--- config.mk ---
export PLATFORM = sky130hd
export DESIGN_NAME = uart_rx_core
export DESIGN_NICKNAME = d
export VERILOG_FILES = /design/src/rtl/uart_rx_pkg.sv /design/src/rtl/uart_rx_sampler.sv /design/src/rtl/uart_rx_core.sv
export SDC_FILE = /design/constraint.sdc
export NUM_CORES = 1
export LEC_CHECK = 0
export ABC_AREA = 1
export CAP_MARGIN = 20
export CORE_ASPECT_RATIO = 0.5
export CORE_MARGIN = 2
export CORE_UTILIZATION = 58
export CTS_CLUSTER_DIAMETER = 30
export DETAILED_ROUTE_END_ITERATION = 10
export HOLD_SLACK_MARGIN = 0.02
export PLACE_DENSITY = 0.87
export SLEW_MARGIN = 20
export SYNTH_ARGS = -nofsm -noshare
export SYNTH_HDL_FRONTEND = slang
export SYNTH_SLANG_ARGS = --single-unit
export TNS_END_PERCENT = 1
--- constraint.sdc ---
create_clock -name CLK -period 2.2 [get_ports CLK]
set_input_delay 0.33 -clock CLK [delete_from_list [all_inputs] [get_ports CLK]]
set_output_delay 0.33 -clock CLK [all_outputs]
set_load 0.01 [all_outputs]
--- src/rtl/uart_rx_pkg.sv ---
`default_nettype none
// ============================================================================
// Module   : uart_rx_pkg
// Purpose  : Shared types and constants for the UART receiver front end.
// Revision : 1.0 - initial release
// ============================================================================
package uart_rx_pkg;

    localparam int unsigned c_DATA_WIDTH_DEFAULT = 8;

    localparam int unsigned c_PRESCALE_8       = 8;
    localparam int unsigned c_PRESCALE_16      = 16;
    localparam int unsigned c_PRESCALE_32      = 32;
    localparam int unsigned c_PRESCALE_DEFAULT = c_PRESCALE_8;

    typedef enum logic [2:0] {
        IDLE   = 3'd0,
        START  = 3'd1,
        DATA   = 3'd2,
        PARITY = 3'd3,
        STOP   = 3'd4
    } rx_state_t;

    // Unsupported oversampling ratios fall back to the default ratio.
    function automatic int unsigned legal_prescale(input int unsigned p);
        if (p == c_PRESCALE_16 || p == c_PRESCALE_32) begin
            return p;
        end
        return c_PRESCALE_DEFAULT;
    endfunction

endpackage
`default_nettype wire

--- src/rtl/uart_rx_sampler.sv ---
`default_nettype none
// ============================================================================
// Module   : uart_rx_sampler
// Purpose  : Per-bit oversampling counter with 3-sample majority vote.
// Revision : 1.0 - initial release
// ============================================================================
module uart_rx_sampler
    import uart_rx_pkg::*;
#(
    parameter int PRESCALE_W = 6
) (
    input  logic                  CLK,
    input  logic                  RST,
    input  logic                  rx,
    input  logic                  run,
    input  logic [PRESCALE_W-1:0] prescale,
    output logic                  bit_val,
    output logic                  bit_done,
    output logic                  bit_end
);

    logic [PRESCALE_W-1:0] r_edge_cnt;
    logic [2:0]            r_samples;
    logic [PRESCALE_W-1:0] w_half;
    logic [PRESCALE_W-1:0] w_last;

    assign w_half = prescale >> 1;
    assign w_last = prescale - PRESCALE_W'(1);

    assign bit_end  = run && (r_edge_cnt == w_last);
    assign bit_done = run && (r_edge_cnt == w_half + PRESCALE_W'(2));

    // All three samples are settled once the counter reaches P/2+2.
    assign bit_val = (r_samples[0] & r_samples[1]) |
                     (r_samples[1] & r_samples[2]) |
                     (r_samples[0] & r_samples[2]);

    always_ff @(posedge CLK or negedge RST) begin
        if (!RST) begin
            r_edge_cnt <= '0;
            r_samples  <= '0;
        end else if (!run) begin
            r_edge_cnt <= '0;
        end else begin
            r_edge_cnt <= bit_end ? '0 : r_edge_cnt + PRESCALE_W'(1);
            if (r_edge_cnt == w_half - PRESCALE_W'(1)) begin
                r_samples[0] <= rx;
            end
            if (r_edge_cnt == w_half) begin
                r_samples[1] <= rx;
            end
            if (r_edge_cnt == w_half + PRESCALE_W'(1)) begin
                r_samples[2] <= rx;
            end
        end
    end

endmodule
`default_nettype wire

--- src/rtl/uart_rx_core.sv ---
`default_nettype none
// ============================================================================
// Module   : uart_rx_core
// Purpose  : UART receiver: frame FSM, parity/stop checks, flag pulses.
//            Define UART_RX_SYNC_EN to add a 2-flop input synchronizer.
// Revision : 1.0 - initial release
// ============================================================================
module uart_rx_core
    import uart_rx_pkg::*;
#(
    parameter int DATA_WIDTH = c_DATA_WIDTH_DEFAULT,
    parameter int PRESCALE_W = 6
) (
    input  logic                  CLK,
    input  logic                  RST,
    input  logic                  RX_IN,
    input  logic                  PAR_EN,
    input  logic                  PAR_TYP,
    input  logic [PRESCALE_W-1:0] Prescale,
    output logic [DATA_WIDTH-1:0] P_DATA,
    output logic                  data_valid,
    output logic                  par_err,
    output logic                  stp_err
);

    localparam int c_BCW = (DATA_WIDTH > 1) ? $clog2(DATA_WIDTH) : 1;
    localparam logic [c_BCW-1:0] c_LAST_BIT = c_BCW'(DATA_WIDTH - 1);

    logic w_rx;

`ifdef UART_RX_SYNC_EN
    logic [1:0] r_rx_sync;

    always_ff @(posedge CLK or negedge RST) begin
        if (!RST) begin
            r_rx_sync <= 2'b11;
        end else begin
            r_rx_sync <= {r_rx_sync[0], RX_IN};
        end
    end

    assign w_rx = r_rx_sync[1];
`else
    assign w_rx = RX_IN;
`endif

    rx_state_t             r_state,      w_state_nxt;
    logic [PRESCALE_W-1:0] r_prescale,   w_prescale_nxt;
    logic [c_BCW-1:0]      r_bit_cnt,    w_bit_cnt_nxt;
    logic [DATA_WIDTH-1:0] r_data,       w_data_nxt;
    logic                  r_par_en,     w_par_en_nxt;
    logic                  r_par_typ,    w_par_typ_nxt;
    logic                  r_par_fail,   w_par_fail_nxt;
    logic                  r_data_valid, w_data_valid_nxt;
    logic                  r_par_err,    w_par_err_nxt;
    logic                  r_stp_err,    w_stp_err_nxt;

    logic w_run;
    logic w_bit_val;
    logic w_bit_done;
    logic w_bit_end;
    logic w_par_exp;

    assign w_run     = (r_state != IDLE);
    assign w_par_exp = (^r_data) ^ r_par_typ;

    uart_rx_sampler #(
        .PRESCALE_W (PRESCALE_W)
    ) u_sampler (
        .CLK      (CLK),
        .RST      (RST),
        .rx       (w_rx),
        .run      (w_run),
        .prescale (r_prescale),
        .bit_val  (w_bit_val),
        .bit_done (w_bit_done),
        .bit_end  (w_bit_end)
    );

    always_ff @(posedge CLK or negedge RST) begin
        if (!RST) begin
            r_state      <= IDLE;
            r_prescale   <= '0;
            r_bit_cnt    <= '0;
            r_data       <= '0;
            r_par_en     <= 1'b0;
            r_par_typ    <= 1'b0;
            r_par_fail   <= 1'b0;
            r_data_valid <= 1'b0;
            r_par_err    <= 1'b0;
            r_stp_err    <= 1'b0;
        end else begin
            r_state      <= w_state_nxt;
            r_prescale   <= w_prescale_nxt;
            r_bit_cnt    <= w_bit_cnt_nxt;
            r_data       <= w_data_nxt;
            r_par_en     <= w_par_en_nxt;
            r_par_typ    <= w_par_typ_nxt;
            r_par_fail   <= w_par_fail_nxt;
            r_data_valid <= w_data_valid_nxt;
            r_par_err    <= w_par_err_nxt;
            r_stp_err    <= w_stp_err_nxt;
        end
    end

    always_comb begin
        w_state_nxt      = r_state;
        w_prescale_nxt   = r_prescale;
        w_bit_cnt_nxt    = r_bit_cnt;
        w_data_nxt       = r_data;
        w_par_en_nxt     = r_par_en;
        w_par_typ_nxt    = r_par_typ;
        w_par_fail_nxt   = r_par_fail;
        w_data_valid_nxt = 1'b0;
        w_par_err_nxt    = 1'b0;
        w_stp_err_nxt    = 1'b0;

        case (r_state)
            IDLE: begin
                if (!w_rx) begin
                    w_state_nxt    = START;
                    w_prescale_nxt = PRESCALE_W'(legal_prescale(32'(Prescale)));
                    w_bit_cnt_nxt  = '0;
                end
            end
            START: begin
                if (w_bit_done && w_bit_val) begin
                    w_state_nxt = IDLE;
                end else if (w_bit_end) begin
                    w_state_nxt   = DATA;
                    w_bit_cnt_nxt = '0;
                    w_par_en_nxt  = PAR_EN;
                    w_par_typ_nxt = PAR_TYP;
                end
            end
            DATA: begin
                if (w_bit_done) begin
                    w_data_nxt[r_bit_cnt] = w_bit_val;
                end
                if (w_bit_end) begin
                    if (r_bit_cnt == c_LAST_BIT) begin
                        w_state_nxt = r_par_en ? PARITY : STOP;
                    end else begin
                        w_bit_cnt_nxt = r_bit_cnt + c_BCW'(1);
                    end
                end
            end
            PARITY: begin
                if (w_bit_done && (w_bit_val != w_par_exp)) begin
                    w_par_fail_nxt = 1'b1;
                end
                if (w_bit_end) begin
                    w_state_nxt = STOP;
                end
            end
            STOP: begin
                // Decide mid-bit so the next start edge is never missed.
                if (w_bit_done) begin
                    if (!w_bit_val) begin
                        w_stp_err_nxt = 1'b1;
                    end else if (r_par_fail) begin
                        w_par_err_nxt = 1'b1;
                    end else begin
                        w_data_valid_nxt = 1'b1;
                    end
                    w_par_fail_nxt = 1'b0;
                    w_state_nxt    = IDLE;
                end
            end
            default: begin
                w_state_nxt = IDLE;
            end
        endcase
    end

    assign P_DATA     = r_data;
    assign data_valid = r_data_valid;
    assign par_err    = r_par_err;
    assign stp_err    = r_stp_err;

endmodule
`default_nettype wire
# == After elaboration in Yosys (flattened, before gate mapping) ==
# Index checks and enable logic that the tools add are counted.
# word_totals
in_bits,11
out_inout_bits,11
regBits,35
wordCells,112
# op_classes
order_cmp,2
n_eq_ne,23
add_sub_neg,6
reduce_logical,20
bitwise_logic,8
n_mux,39
# op_table
cell,n
2-to-1 mux 3 bit,13
== test 6 bit,4
2-to-1 mux 6 bit,4
2-to-1 mux 1 bit,17
case mux 3 bit (5 select lines),1
!= test 2 bit (second input constant),6
AND reduction 6 bit,2
AND reduction 2 bit,5
case mux 3 bit (3 select lines),1
bitwise mux 8 bit,1
parity 8 bit,1
adder 5 x 1 -> 6 bit (second input constant),1
adder 5 x 2 -> 6 bit (second input constant),1
adder 6 x 1 -> 6 bit (second input constant),1
== test 3 x 2 -> 1 bit (second input constant),2
== test 3 bit (second input constant),2
== test 6 x 5 -> 1 bit,1
== test 6 x 5 -> 1 bit (second input constant),1
== test 6 bit (second input constant),1
!= test 2 x 1 -> 1 bit (second input constant),3
AND reduction 3 bit,2
nonzero test 3 bit,2
subtractor 5 x 1 -> 6 bit (second input constant),1
subtractor 6 x 1 -> 6 bit (second input constant),1
other kinds (16),24

# == Longest topological paths before layout ==
# Gate-level depths: netlist of run 1.
# logic_depth
depth_word,7
depth_mapped,15
depth_no_buf,15

# == Hierarchy ==
# Synthesis of run 1 repeated with hierarchy kept, for this count alone.
# unflattened
cells_unflattened,388
hier_area_um2,2600.0
# modules_own_cells
module,cells_per_inst,area_per_inst_um2,seq_area_each_um2,instances
uart_rx_core,188,1442.6,650.6,1
uart_rx_sampler,200,1157.4,225.2,1

# == Least setup slack after synthesis of run 1 ==
# OpenSTA, ideal clock, no wires.
# synth_path
path_type,flip-flop to flip-flop
start,reg r_prescale[2]
end,reg r_state[0]
path_buffers,0
path_stages_with_launch,14
setup_time_ns,0.117
synth_period_minus_slack_ns,1.789
t_arrival_ns,1.672
setup_slack_ns,0.411
required_ns,2.083
cell_sequence,dfrtp_1 inv_2 ha_1 nand2_1 nor2_1 nand3_1 nand2_1 nand3_1 nor2_2 nor2_1 nor2_4 nand2_2 nand2_1 nand2_1
# synth_via
elab_chain_len,6
elab_cells_between_ends,14
classes_between,add/sub (2); eq/ne (6); mux (2); reduce/logical (4)
# synth_rtl
item,line,rtl
"start, declared",uart_rx_core.sv:48,"logic [PRESCALE_W-1:0] r_prescale, w_prescale_nxt;"
"start signal, assigned",uart_rx_core.sv:94,r_prescale <= w_prescale_nxt;
adder 5 x 2 -> 6 bit,uart_rx_sampler.sv:31,assign bit_done = run && (r_edge_cnt == w_half + PRESCALE_W'(2));
== test 6 bit,uart_rx_sampler.sv:31,
logical AND 1 bit,uart_rx_sampler.sv:31,
logical AND 1 bit,uart_rx_core.sv:127,if (w_bit_done && w_bit_val) begin
!= test 3 x 2 -> 1 bit (no source line) or 2-to-1 mux 3 bit (tied branches),-,
AND reduction 6 bit (no source line) or case mux 3 bit (5 select lines) (tied branches),-,
"end signal, assigned",uart_rx_core.sv:93,r_state <= w_state_nxt;
"end, declared",uart_rx_core.sv:47,"rx_state_t r_state, w_state_nxt;"
# Parallel ways exist; a longest one is shown, timed or not.
# A chain may end at the register's enable or synchronous reset.

# == Worst setup path after layout of run 1 ==
# layout_path
start,reg r_prescale[2]
end,reg r_bit_cnt[2]
# layout_via
elab_chain_len,6
elab_cells_between_ends,11
classes_between,add/sub (2); eq/ne (5); reduce/logical (4)
# layout_rtl
item,line,rtl
adder 5 x 2 -> 6 bit,uart_rx_sampler.sv:31,
== test 6 bit,uart_rx_sampler.sv:31,
logical AND 1 bit,uart_rx_sampler.sv:31,
logical AND 1 bit,uart_rx_core.sv:127,
!= test 2 bit (no source line),-,
AND reduction 6 bit (no source line) (*),-,
"end signal, assigned",uart_rx_core.sv:95,r_bit_cnt <= w_bit_cnt_nxt;
"end, declared",uart_rx_core.sv:49,"logic [c_BCW-1:0] r_bit_cnt, w_bit_cnt_nxt;"
# Every way passes the cells marked *; elsewhere a longest branch is shown, timed or not.

==> results of run 1 <==
## layout make-up
class / count / share of cell area (%)
inverter: 44 / 5.867
multi-input combinational: 262 / 49.42
clock inverter: 1 / 0.1778
tap: 54 / 2.400
sequential: 35 / 31.20
timing repair buffer: 23 / 8.000
clock buffer: 6 / 2.933
## registers in the layout (all words and copies together) (netlist names), 3 cells and up
signal                count
P_DATA                    8
u_sampler.r_edge_cnt      6
r_prescale                6
r_bit_cnt                 3
u_sampler.r_samples       3
r_state                   3
## how the worst max path moves through the flow
stage,startpoint,end,slack (ps),depth (start not counted)
after detailed placement,r_prescale[2]$_DFFE_PN0P_,r_bit_cnt[2]$_DFFE_PN0P_,150,14
after floorplan,r_prescale[2]$_DFFE_PN0P_,r_state[0]$_DFFE_PN0P_,410,13
after global routing,r_prescale[2]$_DFFE_PN0P_,r_bit_cnt[1]$_DFFE_PN0P_,20,13
final,r_prescale[2]$_DFFE_PN0P_,r_bit_cnt[2]$_DFFE_PN0P_,150,13
after global placement,r_prescale[4]$_DFFE_PN0P_,r_state[1]$_DFFE_PN0P_,260,13
after CTS,r_prescale[2]$_DFFE_PN0P_,r_bit_cnt[2]$_DFFE_PN0P_,140,14
## logic make-up after synthesis
group | after synthesis
DFF | 35
adders and majority gates | 10
xor gates and xnor gates | 19
buffers and inverters | 47
and+or+nand+nor | 206
AOI/OAI and AO/OA | 27
## layout by cell type, fill, tap and decap left out, types with 2 or more instances in the layout
cell,Yosys,routed
inv_2,12,12
nor2_2,4,3
o21ai_0,9,9
clkbuf_8,0,6
nand4_1,5,5
a21oi_1,2,2
nor2_1,32,32
xor2_1,10,10
xnor2_1,9,9
nor3b_1,3,3
nand2_4,2,2
o21ai_1,10,10
ha_1,10,10
clkdlybuf4s50_1,0,21
nor2_4,3,4
dfrtp_2,0,2
buf_4,1,2
dfrtp_1,35,33
nand2_2,5,5
inv_1,32,32
nand2_1,113,113
nand3_1,33,33
## metrics by stage
| step | power (µW) | cell area (µm²) | worst slack, ps |
|---|---|---|---|
| after floorplan | 2036 | 2437 | 411.2 |
| after detailed placement | 2396 | 2713 | 151.8 |
| after global routing | 3163 | 2815 | 18.94 |
| final | 2922 | 2815 | 150.7 |
| after global placement | 2332 | 2713 | 258.6 |
| after CTS | 2887 | 2800 | 141.6 |
## critical path: stages, from the launching register on
cell and delay, ps:
dfrtp_2 440, inv_2 140, ha_1 250, nand2_1 80, nor2_1 180, nand3_1 100
nand2_1 80, nand3_1 110, nor2_4 140, nand2_1 80, nand2_2 100, nand3_2 110
nand2_1 80, nand2_1 60
## report_power, final
| group | switching, µW | internal (µW) | leakage, µW |
|---|---|---|---|
| Sequential | 175 | 772 | 0.000458 |
| Clock | 236 | 246 | 0.0000470 |
| Combinational | 961 | 533 | 0.000916 |
| Total | 1370 | 1550 | 0.00142 |
## metal layers
metal / track usage, % / wire length, µm / up-vias
li1: - / - / 1141
met1: 32.49 / 2422 / 1051
met2: 46.04 / 2818 / 61
met3: 8.716 / 333 / 9
met4: 6.190 / 85 / 0
met5: 0 / 0 / -
==> summary.txt, run 1 <==
Outcome
  • Status: finished, final reports clean

Setup path
  • CP Launch Type: flop
  • FF-to-FF path depth: 13
  • Worst R2R End: r_bit_cnt[2]$_DFFE_PN0P_
  • CP arrival: roughly 2200 ps
  • Critical path class: reg2reg
  • Worst reg2reg path startpoint: r_prescale[2]$_DFFE_PN0P_
  • Reg2Reg Setup Slack: between 150 and 200 ps
  • Crit path required time: roughly 2400 ps
  • Crit-path max FO: 7
  • CP endpoint kind: flop

Place
  • PortBufs: 21
  • Gpl congestion: slightly above 0.9
  • Placed insts: around 420
  • DP HPWL: between 4000 and 5000 µm

Floorplan
  • Core area: just under 0.004 mm²
  • I/O Pins: 22
  • Die ar.: approximately 0.0048 mm²
  • Die width: 95.68 µm
  • Initial Utilization: 61.49%
  • Row count: 16
  • Die height: approximately 50 µm

Drt
  • Via/cell ratio: roughly 5.3
  • DR pass1 iterations: 5
  • WL/cell: around 13 µm
  • Initial DRC count: slightly below 90
  • Via count: between 2k and 2.5k
  • DRC viols: 0
  • Antenna Nets Post-Route: 0
  • Final wirelength: between 5000 and 6000 µm

Global route
  • Vias in the first global route: approximately 2.2k
  • Global-route wire length before repair: between 9000 and 10,000 µm
  • Initial antenna violation count: 0
  • Final global-route overflow total: 0
  • Largest net degree at the start of global routing: 36
  • Gr usage total: 26.66%

Clocking
  • Clk slew on worst S/H paths: around 70 ps
  • Htree depth: 2
  • # hold bufs at CTS: 0
  • Maximum buffer depth of the clock tree: 2
  • CTS sink cnt: 35
  • Root Driver: clkbuf_8
  • CTS resizes: 0
  • CTS tree: done
  • Worst skew pair latency: between 200 and 300 ps
  • Cts bufs inserted: 5
  • Post-CTS setup buffer count: 0

Cells and area
  • Share of post-route cells with drive strength above 1: a little under an eighth
  • Ant. Diodes: 0
  • Finished Layout Cells: between 400 and 500
  • Net count reported at finish: 392
  • Layout fillers: around 310
  • P&R area growth vs syn: 15.50%
  • Area of the multi-input gates: roughly 0.0014 mm²
  • Utilization after layout: roughly 71%
  • Register area: just under 900 µm²

Yosys
  • Top-count cell post-synth: nand2_1
  • Post-Synth Simple-Gate Area: approximately two fifths
  • Top cells by area, synth: dfrtp_1 36%, nand2_1 17%, nand3_1 6.8%
  • Number of flops mapped to enable cells by yosys: 0
  • Largest family of logic cells by synthesized area: simple AND/OR/NAND/NOR gates
  • #FFs+latches synth: 35
  • Unique masters post-synth: 32
  • Synth Warn #: 0
  • Synth top area share: 35.93%
  • Mapped Cells: approximately 340
  • Asr flop ratio synth: between 90% and 100%
  • Synthesized area: about 0.0024 mm²
  • Post-synth top cells: 113 x nand2_1, 35 x dfrtp_1, 33 x nand3_1
  • XOR/XNOR Fraction of Synth Area: slightly below 7%
  • Area share of fa/ha/maj cells after synthesis: ~5.1%
  • Mean Syn Cell Area: 7.085 µm²
  • Ys flop type: dfrtp_1
  • Syn Nets: roughly 370
  • Sequential element share of the synthesized area: between 30% and 40%
  • Synth Area in Compound Gates: 6.160%
  • Multiplexer share of the synthesized area: 0%
  • Synth area leader: dfrtp_1

STA
  • Final min period: 2049 ps
  • Final hold vios: 0
  • Worst Skew: around 5.1 ps
  • Fmax: around 490 MHz
  • Final TNS setup: 0 ps
  • Final period utilization: between 90 and 100%
  • Max-slew violations: 0
  • Final setup fails: 0
  • Worst Max-Slew Pin Slew: 526.2 ps
  • Max-slew headroom: 64.65%
  • RSZ-0062 raised after global routing: false
  • Hold WS: around 460 ps

Worst hold path
  • Worst min-delay path class: in2async

Power
  • Cell Pwr Density: 1038 mW/mm²
  • VDD IR max: a little over 0.0008 V
  • Leakage power: around 0.0014 µW

Flow run
  • Maxcap violations: 0
Power figures use the tool's default switching activity.
==> run 2, diff against run 1 <==
Settings changed: REMOVE_ABC_BUFFERS set to 1.
==> run 2 against run 1 <==
Compared with the run above: global-route usage shrank 0.73 points; via count shrank 0.13%; critical path type unchanged; cell count grew 0.24%; highest routed layer unchanged; final area grew 0.67%; sequential share of layout area shrank 0.16 points; critical path depth shrank 2; first-iteration DRC count shrank 10%; non-clock buffer count is the same; clock power shrank 6.2%; utilization grew 0.47 points.
==> summary.txt, run 2 (synthesis results as in run 1) <==
Place
  • Post-DP Area: 0.002713 mm²
  • DP HPWL: ~4300 µm
  • Gpl congestion: around 0.93
  • Pre-CTS WS: 52.31 ps
  • PortBufs: 21

Global route
  • Final global-route overflow total: 0
  • Vias in the first global route: 2,178
  • Gr usage total: around a quarter
  • Largest net degree at the start of global routing: 36
  • Global-route wire length before repair: between 9000 and 10,000 µm
  • Initial antenna violation count: 0

Drt
  • Via count: ~2.3k
  • DRC viols: 0
  • DR pass1 iterations: 5
  • Final wirelength: roughly 5400 µm
  • WL/cell: 12.61 µm
  • Antenna Nets Post-Route: 0
  • Initial DRC count: 80
  • Via/cell ratio: roughly 5.3

Setup path
  • Crit-path max cell delay: around 450 ps
  • Crit-path max FO: 6
  • CP endpoint kind: flop
  • CP Launch Type: flop
  • Top cell by count, worst path: nand2_1
  • CP arrival: roughly 2200 ps
  • Crit path required time: about 2400 ps
  • CP Cell Sequence: inv_2, ha_1, xnor2_1, nor2_1, nand2_1, nor2_1, nand2_2, a21oi_4, nand3_2, nand2_1, nand2_1
  • Worst path top cell family by delay: simple AND/OR/NAND/NOR gates
  • Max stage delay cell, worst path: dfrtp_2
  • Crit path buf inv count: 1
  • Critical path class: reg2reg

STA
  • Max-slew headroom: between 60% and 70%
  • Worst Skew: ~4.3 ps
  • Final min period: slightly above 2000 ps
  • RSZ-0062 raised after global routing: true
  • Max-slew violations: 0
  • Final setup fails: 0
  • Final period utilization: between 90% and 100%
  • Worst Max-Slew Pin Slew: between 500 and 600 ps
  • Final hold vios: 0
  • Fmax: 485.2 MHz
  • Final TNS setup: 0 ps
  • Final setup margin: ~140 ps
  • Hold WS: about 440 ps

Cells and area
  • Design Area, Final: roughly 0.0028 mm²
  • Layout fillers: between 300 and 400
  • P&R area growth vs syn: 16.27%
  • Ant. Diodes: 0
  • Share of post-route cells with drive strength above 1: between 10 and 15%
  • Max reg flops: 8
  • Utilization after layout: between 70% and 80%
  • Most frequent cells in the layout: 112 x nand2_1, 33 x nand3_1, 32 x dfrtp_1, 32 x inv_1, 31 x nor2_1
  • Net count reported at finish: ~390
  • Commonest non-fill, non-tap cell in the layout: nand2_1

Clocking
  • Htree depth: 2
  • Root Driver: clkbuf_8
  • CTS sink cnt: 35
  • # hold bufs at CTS: 0
  • Worst skew pair latency: ~280 ps
  • Cts bufs inserted: 5
  • CTS tree: done
  • Post-CTS setup buffer count: 0
  • Clk slew on worst S/H paths: roughly 70 ps
  • Maximum buffer depth of the clock tree: 2

Outcome
  • Status: finished, final reports clean

Power
  • Cell Pwr Density: 1020 mW/mm²
  • Leakage power: roughly 0.0014 µW
  • VDD IR max: 0.0004792 V

Floorplan
  • Core area: just under 0.004 mm²
  • Die width: 95.68 µm
  • Row count: 16
  • Initial Utilization: between 60 and 70%
  • Die height: around 50 µm
  • I/O Pins: 22
  • Die ar.: ~0.0048 mm²

Worst hold path
  • Worst min-delay path class: in2async

Flow run
  • Maxcap violations: 0
run 2: cell types whose count changed in the layout (fill, tap and decap cells not counted):
cell and delta:
clkbuf_1 +1, nor2_1 -1, clkbuf_8 -1, ha_4 +1, nand2_1 -1, nand2_2 +1, nor2_2 +1, inv_2 -1
dfrtp_2 +1, clkinvlp_4 +1, ha_1 -1, inv_4 +1, dfrtp_1 -1
run 2: path summary, 6_finish.rpt:
kind / start / end / slack (ps) / depth (start not counted)
worst max-delay path: r_prescale[1]$_DFFE_PN0P_ / r_bit_cnt[0]$_DFFE_PN0P_ / 140 / 11
worst min-delay path: RST / r_prescale[2]$_DFFE_PN0P_ / 440 / 2
worst max register to register: r_prescale[1]$_DFFE_PN0P_ / r_bit_cnt[0]$_DFFE_PN0P_ / 140 / 11
worst min register to register: r_par_fail$_DFFE_PN0P_ / data_valid$_DFF_PN0_ / 460 / 1
max in group asynchronous: RST / r_prescale[1]$_DFFE_PN0P_ / 1440 / 2
min in group CLK: r_par_fail$_DFFE_PN0P_ / data_valid$_DFF_PN0_ / 460 / 1
run 2: per-stage QoR:
step                      instances  total power, µW
after floorplan                 341             2028
after global placement          418             2330
after detailed placement        418             2402
after CTS                       426             2863
after global routing            426             3163
final                           426             2889
run 2: power breakdown:
| part | internal, µW | leakage, µW | switching, µW | total [µW] |
|---|---|---|---|---|
| sequential | 773 | 0.000457 | 189 | 962 |
| clock | 221 | 0.0000412 | 231 | 452 |
| combinational | 522 | 0.000919 | 954 | 1480 |
run 2: repair_timing:
| item | 4_1_cts | 5_1_grt |
|---|---|---|
| gates resized for setup | 0 | 10 |
| endpoints found under the hold margin | 0 | 0 |
| setup endpoints to repair | 0 | 10 |
run 2: cell type report:
| class | instances | area [µm²] | area share [%] |
|---|---|---|---|
| inverters | 44 | 167.7 | 5.916 |
| repair buffers | 23 | 225.2 | 7.947 |
| multi-input cells | 262 | 1409 | 49.71 |
| clock inverters | 2 | 12.51 | 0.4415 |
| flip-flops and latches | 35 | 879.6 | 31.04 |
| clock buffers | 6 | 72.57 | 2.561 |
| well taps | 54 | 67.56 | 2.384 |
run 2: per-layer routing:
layer  vias to the layer above  GRT usage [%]  wire length (µm)
met3                        10          6.575               365
met2                        76          44.64              2620
met4                         0          7.619                72
met5                         -              0                 0
li1                       1142              -                 -
met1                      1031          32.26              2312
